===== config.mk =====
export PLATFORM = sky130hd
export DESIGN_NAME = rv_xlen_alu_flat
export DESIGN_NICKNAME = d
export VERILOG_FILES = /design/src/rtl/rv_xlen_alu_if.sv /design/src/rtl/rv_xlen_alu.sv /design/src/flat_wrapper.sv
export SDC_FILE = /design/constraint.sdc
export NUM_CORES = 1
export LEC_CHECK = 0
export BUFFER_PORTS_ARGS = -buffer_cell sky130_fd_sc_hd__buf_2
export CAP_MARGIN = 40
export CORE_ASPECT_RATIO = 0.7
export CORE_MARGIN = 4
export CORE_UTILIZATION = 62
export DETAILED_ROUTE_END_ITERATION = 7
export PLACE_DENSITY_LB_ADDON = 0.2
export SLEW_MARGIN = 0
export SYNTH_ARGS = -nofsm -noshare
export SYNTH_HDL_FRONTEND = slang
export SYNTH_SLANG_ARGS = --single-unit

===== constraint.sdc =====
create_clock -name clk -period 2.97 [get_ports clk]
set_clock_uncertainty 0.15 [all_clocks]
set_input_delay 0.1485 -clock clk [delete_from_list [all_inputs] [get_ports clk]]
set_output_delay 0.1485 -clock clk [all_outputs]
set_load 0.02 [all_outputs]

===== src/rtl/rv_xlen_alu_if.sv =====
// Issue, bypass and result signals of rv_xlen_alu.
// The master side is decode/writeback; the slave side is the ALU.
interface rv_xlen_alu_if #(parameter int XLEN = 32);
    logic            valid_in;
    logic            ready;
    logic [3:0]      op;
    logic            word_op;
    logic [XLEN-1:0] a_in;
    logic [XLEN-1:0] b_in;
    logic [4:0]      a_idx;
    logic [4:0]      b_idx;
    logic [4:0]      wb_idx;
    logic [XLEN-1:0] wb_val;
    logic [4:0]      rd_in;
    logic            stall;
    logic            flush;
    logic            valid_out;
    logic [4:0]      rd;
    logic [XLEN-1:0] c;

    modport master (
        output valid_in, op, word_op, a_in, b_in, a_idx, b_idx, wb_idx, wb_val, rd_in, stall, flush,
        input  ready, valid_out, rd, c
    );
    modport slave (
        input  valid_in, op, word_op, a_in, b_in, a_idx, b_idx, wb_idx, wb_val, rd_in, stall, flush,
        output ready, valid_out, rd, c
    );
endinterface


===== src/rtl/rv_xlen_alu.sv =====
// RV32I/RV64I integer ALU: registered result, writeback bypass, *W word ops and an
// optional iterative shifter moving SHIFT_STEP bits per cycle.
module rv_xlen_alu #(
    parameter int XLEN       = 32,
    parameter int SHIFT_STEP = 0,
    parameter int BYPASS     = 1
) (
    input  logic          clk,
    input  logic          reset_n,
    rv_xlen_alu_if.slave  bus
);
    localparam logic [0:0] S_IDLE  = 1'b0;
    localparam logic [0:0] S_SHIFT = 1'b1;

    localparam logic [3:0] OP_ADD  = 4'd0;
    localparam logic [3:0] OP_SUB  = 4'd1;
    localparam logic [3:0] OP_SLL  = 4'd2;
    localparam logic [3:0] OP_SLT  = 4'd3;
    localparam logic [3:0] OP_SLTU = 4'd4;
    localparam logic [3:0] OP_XOR  = 4'd5;
    localparam logic [3:0] OP_SRL  = 4'd6;
    localparam logic [3:0] OP_SRA  = 4'd7;
    localparam logic [3:0] OP_OR   = 4'd8;
    localparam logic [3:0] OP_AND  = 4'd9;

    logic [0:0]      state;
    logic            valid_q;
    logic [4:0]      rd_q;
    logic [XLEN-1:0] c_q;

    logic [XLEN-1:0] sh_val;
    logic [5:0]      sh_rem;
    logic [3:0]      sh_op;
    logic            sh_wop;
    logic [4:0]      sh_rd;

    logic            wop, accept, is_shift, iter_start;
    logic [XLEN-1:0] a_op, b_op, a_x, b_x, shift_res, res_raw, alu_res, sh_nxt;
    logic [5:0]      shamt, step;

    function automatic logic [XLEN-1:0] fin(input logic w, input logic [XLEN-1:0] x);
        return w ? XLEN'($signed(x[31:0])) : x;
    endfunction

    assign wop       = (XLEN == 64) && bus.word_op;
    assign bus.ready = (state == S_IDLE) && !bus.stall && !bus.flush;
    assign accept    = bus.valid_in && bus.ready;

    assign bus.valid_out = valid_q;
    assign bus.rd        = rd_q;
    assign bus.c         = c_q;

    always_comb begin
        a_op = bus.a_in;
        b_op = bus.b_in;
        if (BYPASS != 0 && bus.wb_idx != 5'd0) begin
            if (bus.a_idx == bus.wb_idx) a_op = bus.wb_val;
            if (bus.b_idx == bus.wb_idx) b_op = bus.wb_val;
        end
        // Word ops run on widened 32-bit operands; SRLW needs zero fill, the rest sign fill.
        a_x = a_op;
        b_x = b_op;
        if (wop) begin
            a_x = (bus.op == OP_SRL) ? XLEN'(a_op[31:0]) : XLEN'($signed(a_op[31:0]));
            b_x = XLEN'($signed(b_op[31:0]));
        end
        shamt      = (XLEN == 32 || wop) ? {1'b0, b_op[4:0]} : b_op[5:0];
        is_shift   = bus.op inside {OP_SLL, OP_SRL, OP_SRA};
        iter_start = (SHIFT_STEP != 0) && is_shift && (shamt != 6'd0);

        case (bus.op)
            OP_SLL:  shift_res = a_x << shamt;
            OP_SRL:  shift_res = a_x >> shamt;
            default: shift_res = XLEN'($signed(a_x) >>> shamt);
        endcase
        // With the iterative shifter only shamt==0 completes here, and that is a pass-through.
        if (SHIFT_STEP != 0) shift_res = a_x;

        case (bus.op)
            OP_ADD:                 res_raw = a_x + b_x;
            OP_SUB:                 res_raw = a_x - b_x;
            OP_SLT:                 res_raw = XLEN'($signed(a_x) < $signed(b_x));
            OP_SLTU:                res_raw = XLEN'(a_x < b_x);
            OP_XOR:                 res_raw = a_x ^ b_x;
            OP_OR:                  res_raw = a_x | b_x;
            OP_AND:                 res_raw = a_x & b_x;
            OP_SLL, OP_SRL, OP_SRA: res_raw = shift_res;
            default:                res_raw = '0;
        endcase
        alu_res = fin(wop, res_raw);
    end

    always_comb begin
        step = (sh_rem > 6'(SHIFT_STEP)) ? 6'(SHIFT_STEP) : sh_rem;
        case (sh_op)
            OP_SLL:  sh_nxt = sh_val << step;
            OP_SRL:  sh_nxt = sh_val >> step;
            default: sh_nxt = XLEN'($signed(sh_val) >>> step);
        endcase
    end

    always_ff @(posedge clk or negedge reset_n) begin
        if (!reset_n) begin
            state   <= S_IDLE;
            valid_q <= 1'b0;
            rd_q    <= '0;
            c_q     <= '0;
            sh_val  <= '0;
            sh_rem  <= '0;
            sh_op   <= '0;
            sh_wop  <= 1'b0;
            sh_rd   <= '0;
        end else if (bus.flush) begin
            state   <= S_IDLE;
            valid_q <= 1'b0;
            rd_q    <= '0;
        end else if (!bus.stall) begin
            valid_q <= 1'b0;
            if (state == S_SHIFT) begin
                sh_val <= sh_nxt;
                sh_rem <= sh_rem - step;
                if (sh_rem == step) begin
                    state   <= S_IDLE;
                    valid_q <= 1'b1;
                    c_q     <= fin(sh_wop, sh_nxt);
                    rd_q    <= sh_rd;
                end
            end else if (accept) begin
                if (iter_start) begin
                    state  <= S_SHIFT;
                    sh_val <= a_x;
                    sh_rem <= shamt;
                    sh_op  <= bus.op;
                    sh_wop <= wop;
                    sh_rd  <= bus.rd_in;
                end else begin
                    valid_q <= 1'b1;
                    c_q     <= alu_res;
                    rd_q    <= bus.rd_in;
                end
            end
        end
    end
endmodule


===== src/flat_wrapper.sv =====
// flat-port wrapper written by rule: the top's interface ports become plain ports
module rv_xlen_alu_flat 
#(
    parameter int XLEN       = 32,
    parameter int SHIFT_STEP = 0,
    parameter int BYPASS     = 1
)
  (clk, reset_n, bus_valid_in, bus_op, bus_word_op, bus_a_in, bus_b_in, bus_a_idx, bus_b_idx, bus_wb_idx, bus_wb_val, bus_rd_in, bus_stall, bus_flush, bus_ready, bus_valid_out, bus_rd, bus_c);
  rv_xlen_alu_if #(.XLEN(XLEN)) bus_i ();
  input  logic clk;
  input  logic reset_n;
  input wire logic [$bits(bus_i.valid_in)-1:0] bus_valid_in;
  input wire logic [$bits(bus_i.op)-1:0] bus_op;
  input wire logic [$bits(bus_i.word_op)-1:0] bus_word_op;
  input wire logic [$bits(bus_i.a_in)-1:0] bus_a_in;
  input wire logic [$bits(bus_i.b_in)-1:0] bus_b_in;
  input wire logic [$bits(bus_i.a_idx)-1:0] bus_a_idx;
  input wire logic [$bits(bus_i.b_idx)-1:0] bus_b_idx;
  input wire logic [$bits(bus_i.wb_idx)-1:0] bus_wb_idx;
  input wire logic [$bits(bus_i.wb_val)-1:0] bus_wb_val;
  input wire logic [$bits(bus_i.rd_in)-1:0] bus_rd_in;
  input wire logic [$bits(bus_i.stall)-1:0] bus_stall;
  input wire logic [$bits(bus_i.flush)-1:0] bus_flush;
  output wire logic [$bits(bus_i.ready)-1:0] bus_ready;
  output wire logic [$bits(bus_i.valid_out)-1:0] bus_valid_out;
  output wire logic [$bits(bus_i.rd)-1:0] bus_rd;
  output wire logic [$bits(bus_i.c)-1:0] bus_c;
  assign bus_i.valid_in = bus_valid_in;
  assign bus_i.op = bus_op;
  assign bus_i.word_op = bus_word_op;
  assign bus_i.a_in = bus_a_in;
  assign bus_i.b_in = bus_b_in;
  assign bus_i.a_idx = bus_a_idx;
  assign bus_i.b_idx = bus_b_idx;
  assign bus_i.wb_idx = bus_wb_idx;
  assign bus_i.wb_val = bus_wb_val;
  assign bus_i.rd_in = bus_rd_in;
  assign bus_i.stall = bus_stall;
  assign bus_i.flush = bus_flush;
  assign bus_ready = bus_i.ready;
  assign bus_valid_out = bus_i.valid_out;
  assign bus_rd = bus_i.rd;
  assign bus_c = bus_i.c;
  rv_xlen_alu #(.XLEN(XLEN), .SHIFT_STEP(SHIFT_STEP), .BYPASS(BYPASS)) u_core (.clk(clk), .reset_n(reset_n), .bus(bus_i));
endmodule

==> results.tsv, run 1 <==
stage	metric	value	unit
yosys	synth.net_count	2334	
yosys	synthArstFlopShare	1.000	
placement	post-place-ws	-2061	ps
clocking	cts_sinks	76	
yosys	synth_cells	2101	
placement	detailedPlacementHpwl	71.34	mm
clocking	clock-root-buffer	sky130_fd_sc_hd__clkbuf_16	
floorplan	core.rowCount	46	
clocking	tritoncts.num_buffers	9	
clocking	htree_num_levels	3	
placement	gp_congestion	1.389	
placement	portBuffers	163	
yosys	postSynthRegisterBits	76	
status	failed_stage	4_1_cts	
yosys	yosysSeqAreaShare	0.1313	
yosys	synth_cell_type_count	92	
yosys	synth-edff-count	0	
floorplan	floorplan.die.width	190.7	µm
clocking	cts-hold-fix-buffers	8	
status	outcome	aborted with a tool error	
floorplan	ioPinCount	165	
yosys	synthesis.area_per_instance	6.894	µm²
status	error_message	[ERROR DPL-0038] Utilization greater than 100%, impossible to legalize	
clocking	post_cts_buffers	85	
clocking	post_cts.resized_instances	325	
floorplan	initial_core_util	0.6355	
yosys	syn_area	0.01449	mm²
yosys	ys_dominant_reg_cell	sky130_fd_sc_hd__dfrtp_1	
clocking	cts_buffer_depth	2	
yosys	synthesis.yosys.warnings	0	
floorplan	die_height	135.9	µm
==> Yosys cell counts (10+ instances only) <==
| cell | number | share of area |
|---|---|---|
| sky130_fd_sc_hd__nor2b_1 | 14 | 0.0060 |
| sky130_fd_sc_hd__ha_1 | 105 | 0.091 |
| sky130_fd_sc_hd__o21bai_1 | 11 | 0.0057 |
| sky130_fd_sc_hd__a22oi_1 | 23 | 0.012 |
| sky130_fd_sc_hd__or3_1 | 14 | 0.0060 |
| sky130_fd_sc_hd__a31oi_1 | 32 | 0.014 |
| sky130_fd_sc_hd__nand4_1 | 28 | 0.012 |
| sky130_fd_sc_hd__a32oi_1 | 20 | 0.012 |
| sky130_fd_sc_hd__dfrtp_1 | 76 | 0.13 |
| sky130_fd_sc_hd__a221oi_1 | 34 | 0.021 |
| sky130_fd_sc_hd__inv_1 | 93 | 0.024 |
| sky130_fd_sc_hd__buf_2 | 44 | 0.015 |
| sky130_fd_sc_hd__o221ai_1 | 14 | 0.0085 |
| sky130_fd_sc_hd__o31ai_1 | 37 | 0.019 |
| sky130_fd_sc_hd__nor4_1 | 23 | 0.0099 |
| sky130_fd_sc_hd__a21o_1 | 23 | 0.012 |
| sky130_fd_sc_hd__buf_1 | 23 | 0.0060 |
| sky130_fd_sc_hd__nand3_1 | 52 | 0.018 |
| sky130_fd_sc_hd__o31a_1 | 11 | 0.0067 |
| sky130_fd_sc_hd__o2111ai_1 | 13 | 0.0079 |
| sky130_fd_sc_hd__mux2_2 | 42 | 0.033 |
| sky130_fd_sc_hd__xnor2_1 | 27 | 0.016 |
| sky130_fd_sc_hd__o21ai_0 | 108 | 0.037 |
| sky130_fd_sc_hd__a311oi_1 | 35 | 0.021 |
| sky130_fd_sc_hd__nor3_1 | 39 | 0.013 |
| sky130_fd_sc_hd__o211ai_1 | 27 | 0.014 |
| sky130_fd_sc_hd__clkbuf_1 | 137 | 0.036 |
| sky130_fd_sc_hd__a22o_1 | 10 | 0.0060 |
| sky130_fd_sc_hd__nor2_1 | 178 | 0.046 |
| sky130_fd_sc_hd__nand2_1 | 283 | 0.073 |
| sky130_fd_sc_hd__o22ai_1 | 22 | 0.0095 |
| sky130_fd_sc_hd__and3_1 | 20 | 0.0086 |
| sky130_fd_sc_hd__mux2i_1 | 54 | 0.037 |
| sky130_fd_sc_hd__and2_1 | 15 | 0.0065 |
| sky130_fd_sc_hd__a211oi_1 | 38 | 0.020 |
| sky130_fd_sc_hd__o21a_1 | 15 | 0.0078 |
| sky130_fd_sc_hd__a21oi_1 | 190 | 0.066 |
==> through the flow <==
stage          cells  TNS (ps)  utilization  instance area [µm²]
3_5_place_dp    3029    -49450       0.9059                20650
3_3_place_gp    3026    -40960       0.9045                20620
2_1_floorplan   2101    -22120            -                15610
==> cells by family after synthesis <==
group           share of synthesized area
compound gates                     0.3654
simple gates                       0.2244
buf+inv                           0.08396
fa+ha+maj                         0.09346
mux                               0.08007
flops                              0.1313
xor+xnor                          0.02116
other cells                     0.0002589
==> run 2: changes to the inputs <==
--- a/config.mk
+++ b/config.mk
@@ -7,11 +7,10 @@
 export LEC_CHECK = 0
 export BUFFER_PORTS_ARGS = -buffer_cell sky130_fd_sc_hd__buf_2
 export CAP_MARGIN = 40
-export CORE_ASPECT_RATIO = 0.7
 export CORE_MARGIN = 4
-export CORE_UTILIZATION = 62
+export CORE_UTILIZATION = 40
 export DETAILED_ROUTE_END_ITERATION = 7
-export PLACE_DENSITY_LB_ADDON = 0.2
+export PLACE_DENSITY_LB_ADDON = 0.15
 export SLEW_MARGIN = 0
 export SYNTH_ARGS = -nofsm -noshare
 export SYNTH_HDL_FRONTEND = slang
==> run 2 against run 1 <==
  * The flow now finishes, with violations (design-rule violations, negative setup slack)
  * Synthesized cell count did not move
  * Synthesized area did not move
==> results.tsv, run 2 <==
stage	metric	value	unit	change
yosys	synthArstFlopShare	1.000		unchanged
sta	hold_violations	0		
clocking	htree_num_levels	3		unchanged
critical_path	crit_fanout	5		
detailed_routing	via_count	22460		
cells_and_area	antenna_cells_inserted	0		
critical_path	cp-end-kind	register		
cells_and_area	most-common-layout-cells	738 x sky130_fd_sc_hd__buf_4, 259 x sky130_fd_sc_hd__nand2_1, 157 x sky130_fd_sc_hd__nor2_1, 155 x sky130_fd_sc_hd__buf_2, 151 x sky130_fd_sc_hd__a21oi_1		
cells_and_area	areaGrowthSynthToFinish	69.34	%	
min_path	hold_class	in2reg		
global_route	grt_pass1_vias	21540		
detailed_routing	detail_route.wl_per_cell	29.73	µm	
clocking	clock-root-buffer	sky130_fd_sc_hd__clkbuf_16		unchanged
cells_and_area	largest_register_ff_count	32		
sta	max_clock_freq	237.4	MHz	
detailed_routing	drc_errors	6		
sta	finalCritPeriodShare	1.418		
critical_path	worstPathArrival	4320	ps	
placement	detailedPlacementHpwl	76.96	mm	was 71.34 mm
yosys	yosysSeqAreaShare	0.1313		unchanged
yosys	synth-edff-count	0		unchanged
placement	gp_congestion	1.175		was 1.389
critical_path	path_class	in2reg		
floorplan	ioPinCount	165		unchanged
yosys	synthesis.area_per_instance	6.894	µm²	unchanged
floorplan	core.rowCount	69		was 46
cells_and_area	nets	3129		
critical_path	reg2reg_depth	12		
sta	rsz0062_at_grt	yes		
status	violations	design-rule violations, negative setup slack		
sta	finalWorstPathRequiredPeriod	4213	ps	
clocking	cts_sinks	76		unchanged
critical_path	kind_of_start_point_of_the_critical_path	input pin		
sta	worst_slack	-1243	ps	
cells_and_area	count_of_fill_cells_added_during_filler_insertion	2842		
floorplan	die_area	0.03932	mm²	
min_path	hold_path_end	u_core.sh_rem[1]		
yosys	synth_cell_type_count	92		unchanged
yosys	synth_largest_area_cell	sky130_fd_sc_hd__dfrtp_1		unchanged
cells_and_area	commonest_non_fill_non_tap_cell_in_the_layout	sky130_fd_sc_hd__buf_4		
critical_path	startpoint	bus_b_idx[0]		
cells_and_area	drive_gt1_frac	0.4805		
clocking	clkSlewWorstSetupHoldPaths	70	ps	
cells_and_area	post-route-util	0.6879		
yosys	ys_dominant_reg_cell	sky130_fd_sc_hd__dfrtp_1		unchanged
yosys	yosys.cell_count.top_type	sky130_fd_sc_hd__nand2_1		unchanged
detailed_routing	detail_routed_via_count_per_cell	6.680		
yosys	postSynthRegisterBits	76		unchanged
critical_path	critical_path.reg2reg.endpoint	u_core.bus.c[21]		
min_path	hold_path_depth	4		
sta	max-slew-margin-rel	0.2921		
sta	timing.final.max_slew_violations	0		
pwr	power_total	7.909	mW	
floorplan	die_height	198.3	µm	was 135.9 µm
yosys	synthDominantCellAreaShare	0.1313		unchanged
global_route	grt_first_pass_wirelength	139.9	mm	
pwr	max-vdd-ir-drop	0.2294	mV	
yosys	synthesis.yosys.warnings	0		unchanged
floorplan	floorplan.die.width	198.3	µm	was 190.7 µm
floorplan	core	0.03566	mm²	
yosys	synth.area.top_cells	sky130_fd_sc_hd__dfrtp_1 13%, sky130_fd_sc_hd__ha_1 9.1%, sky130_fd_sc_hd__nand2_1 7.3%		unchanged
placement	post-place-ws	-2013	ps	was -2061 ps
status	outcome	finished with violations		was aborted with a tool error
yosys	synth.net_count	2334		unchanged
pwr	power-per-cell-area	322.4	mW/mm²	
critical_path	regToRegStartpoint	u_core.sh_rem[2]		
clocking	tritoncts	built		
pwr	static-leakage-power	11.19	nW	
cells_and_area	regArea	0.001902	mm²	
critical_path	worstPathRequired	3080	ps	
sta	timing_worst_slew_pin_value	1049	ps	
sta	setup_viol_count_final	32		
clocking	tritoncts.num_buffers	9		unchanged
yosys	synth_top_cells_by_count	283 x sky130_fd_sc_hd__nand2_1, 190 x sky130_fd_sc_hd__a21oi_1, 178 x sky130_fd_sc_hd__nor2_1		unchanged
job	cap_viol_max_count	0		
detailed_routing	wl	99.97	mm	
clocking	cts_buffer_depth	2		unchanged
placement	portBuffers	163		unchanged
sta	holdWs	74.21	ps	
cells_and_area	multi_input_area	0.01370	mm²	
floorplan	initial_core_util	0.4063		was 0.6355
sta	setup_tns	-28110	ps	
min_path	worst_hold_start	bus_stall		
clocking	clkLatencyLatePin	350	ps	
global_route	antenna_found_initial	2		
detailed_routing	drt-pass1-iter-count	8		
global_route	grt_max_degree	61		
yosys	synth_cells	2101		unchanged
global_route	overflow	0		
detailed_routing	detail_route.iter0.violations	3146		
critical_path	reg2reg_setup_slack	-100	ps	
yosys	syn_area	0.01449	mm²	unchanged
detailed_routing	drt.antenna.violating_nets	0		
global_route	grt_usage	0.4751		
## run 2: cell counts after synthesis
No cell type changed its count.
## run 2: per-stage QoR
step,cells,area (µm²)
final,3362,24530
after global routing,3362,24530
after CTS,3323,23720
after detailed placement,3241,21360
after global placement,3240,21340
after floorplan,2101,15610
## run 2: power breakdown
group          switching, mW  internal [mW]
Clock                  0.522          0.581
Combinational           3.17           2.51
Sequential            0.0384           1.09
## run 2: layout make-up
class                   count  area share
flip-flops and latches     76     0.07754
multi-input cells        1721      0.5587
well taps                 461     0.02352
clock inverters             7    0.002346
clock buffers               9    0.009182
inverters                  97     0.01546
repair buffers            991      0.3133
## run 2: worst max-delay path by stage
stage,end,slack (ps),cells after the start
floorplan,u_core.bus.c[24],-1210,20
global placement,u_core.bus.c[29],-1950,20
detailed placement,u_core.bus.c[29],-2010,21
CTS,u_core.bus.c[23],-1070,18
global route,u_core.bus.c[23],-1380,22
finish,u_core.bus.c[28],-1240,21
## run 2: repair_timing
item / CTS / global route
pin swaps: 125 / 122
cloned: 2 / 0
setup buffers: 65 / 50
setup endpoints to repair: 32 / 32
hold endpoints to repair: 39 / 0
resized for setup: 323 / 123
hold buffers: 8 / 0
## run 2: logic make-up after synthesis
logic type | Yosys count | synth area share
AND/OR/NAND/NOR | 712 | 0.2244
other | 1 | 0.0002589
buffers and inverters | 304 | 0.08396
XOR/XNOR | 35 | 0.02116
AO/OA/AOI/OAI | 763 | 0.3654
multiplexers | 103 | 0.08007
adder cells (fa/ha/maj) | 107 | 0.09346
flip-flops | 76 | 0.1313
## run 2: critical path, stage by stage
cell                       delay [ps]
sky130_fd_sc_hd__buf_6            100
sky130_fd_sc_hd__xnor2_4          190
sky130_fd_sc_hd__nand3_4          100
sky130_fd_sc_hd__nor3_4           350
sky130_fd_sc_hd__buf_6            180
sky130_fd_sc_hd__buf_12           110
sky130_fd_sc_hd__buf_6            100
sky130_fd_sc_hd__buf_6            110
sky130_fd_sc_hd__mux2_4           320
sky130_fd_sc_hd__ha_4             250
sky130_fd_sc_hd__a21o_1           190
sky130_fd_sc_hd__a21o_1           170
sky130_fd_sc_hd__a21o_1           150
sky130_fd_sc_hd__a21o_1           210
sky130_fd_sc_hd__a211oi_4         300
sky130_fd_sc_hd__o31ai_4          110
sky130_fd_sc_hd__a31o_2           260
sky130_fd_sc_hd__or2_4            220
sky130_fd_sc_hd__a32o_2           270
sky130_fd_sc_hd__a32o_1           270
sky130_fd_sc_hd__a31oi_1          190
## run 2: routing by layer
layer | vias up | share of wire | global-route usage
li1 | 9474 | - | -
met1 | 10600 | 0.36 | 0.5977
met2 | 1873 | 0.40 | 0.6966
met3 | 510 | 0.14 | 0.1460
met4 | 2 | 0.094 | 0.3193
met5 | - | 0.00012 | 0
Power figures use the tool's default switching activity.
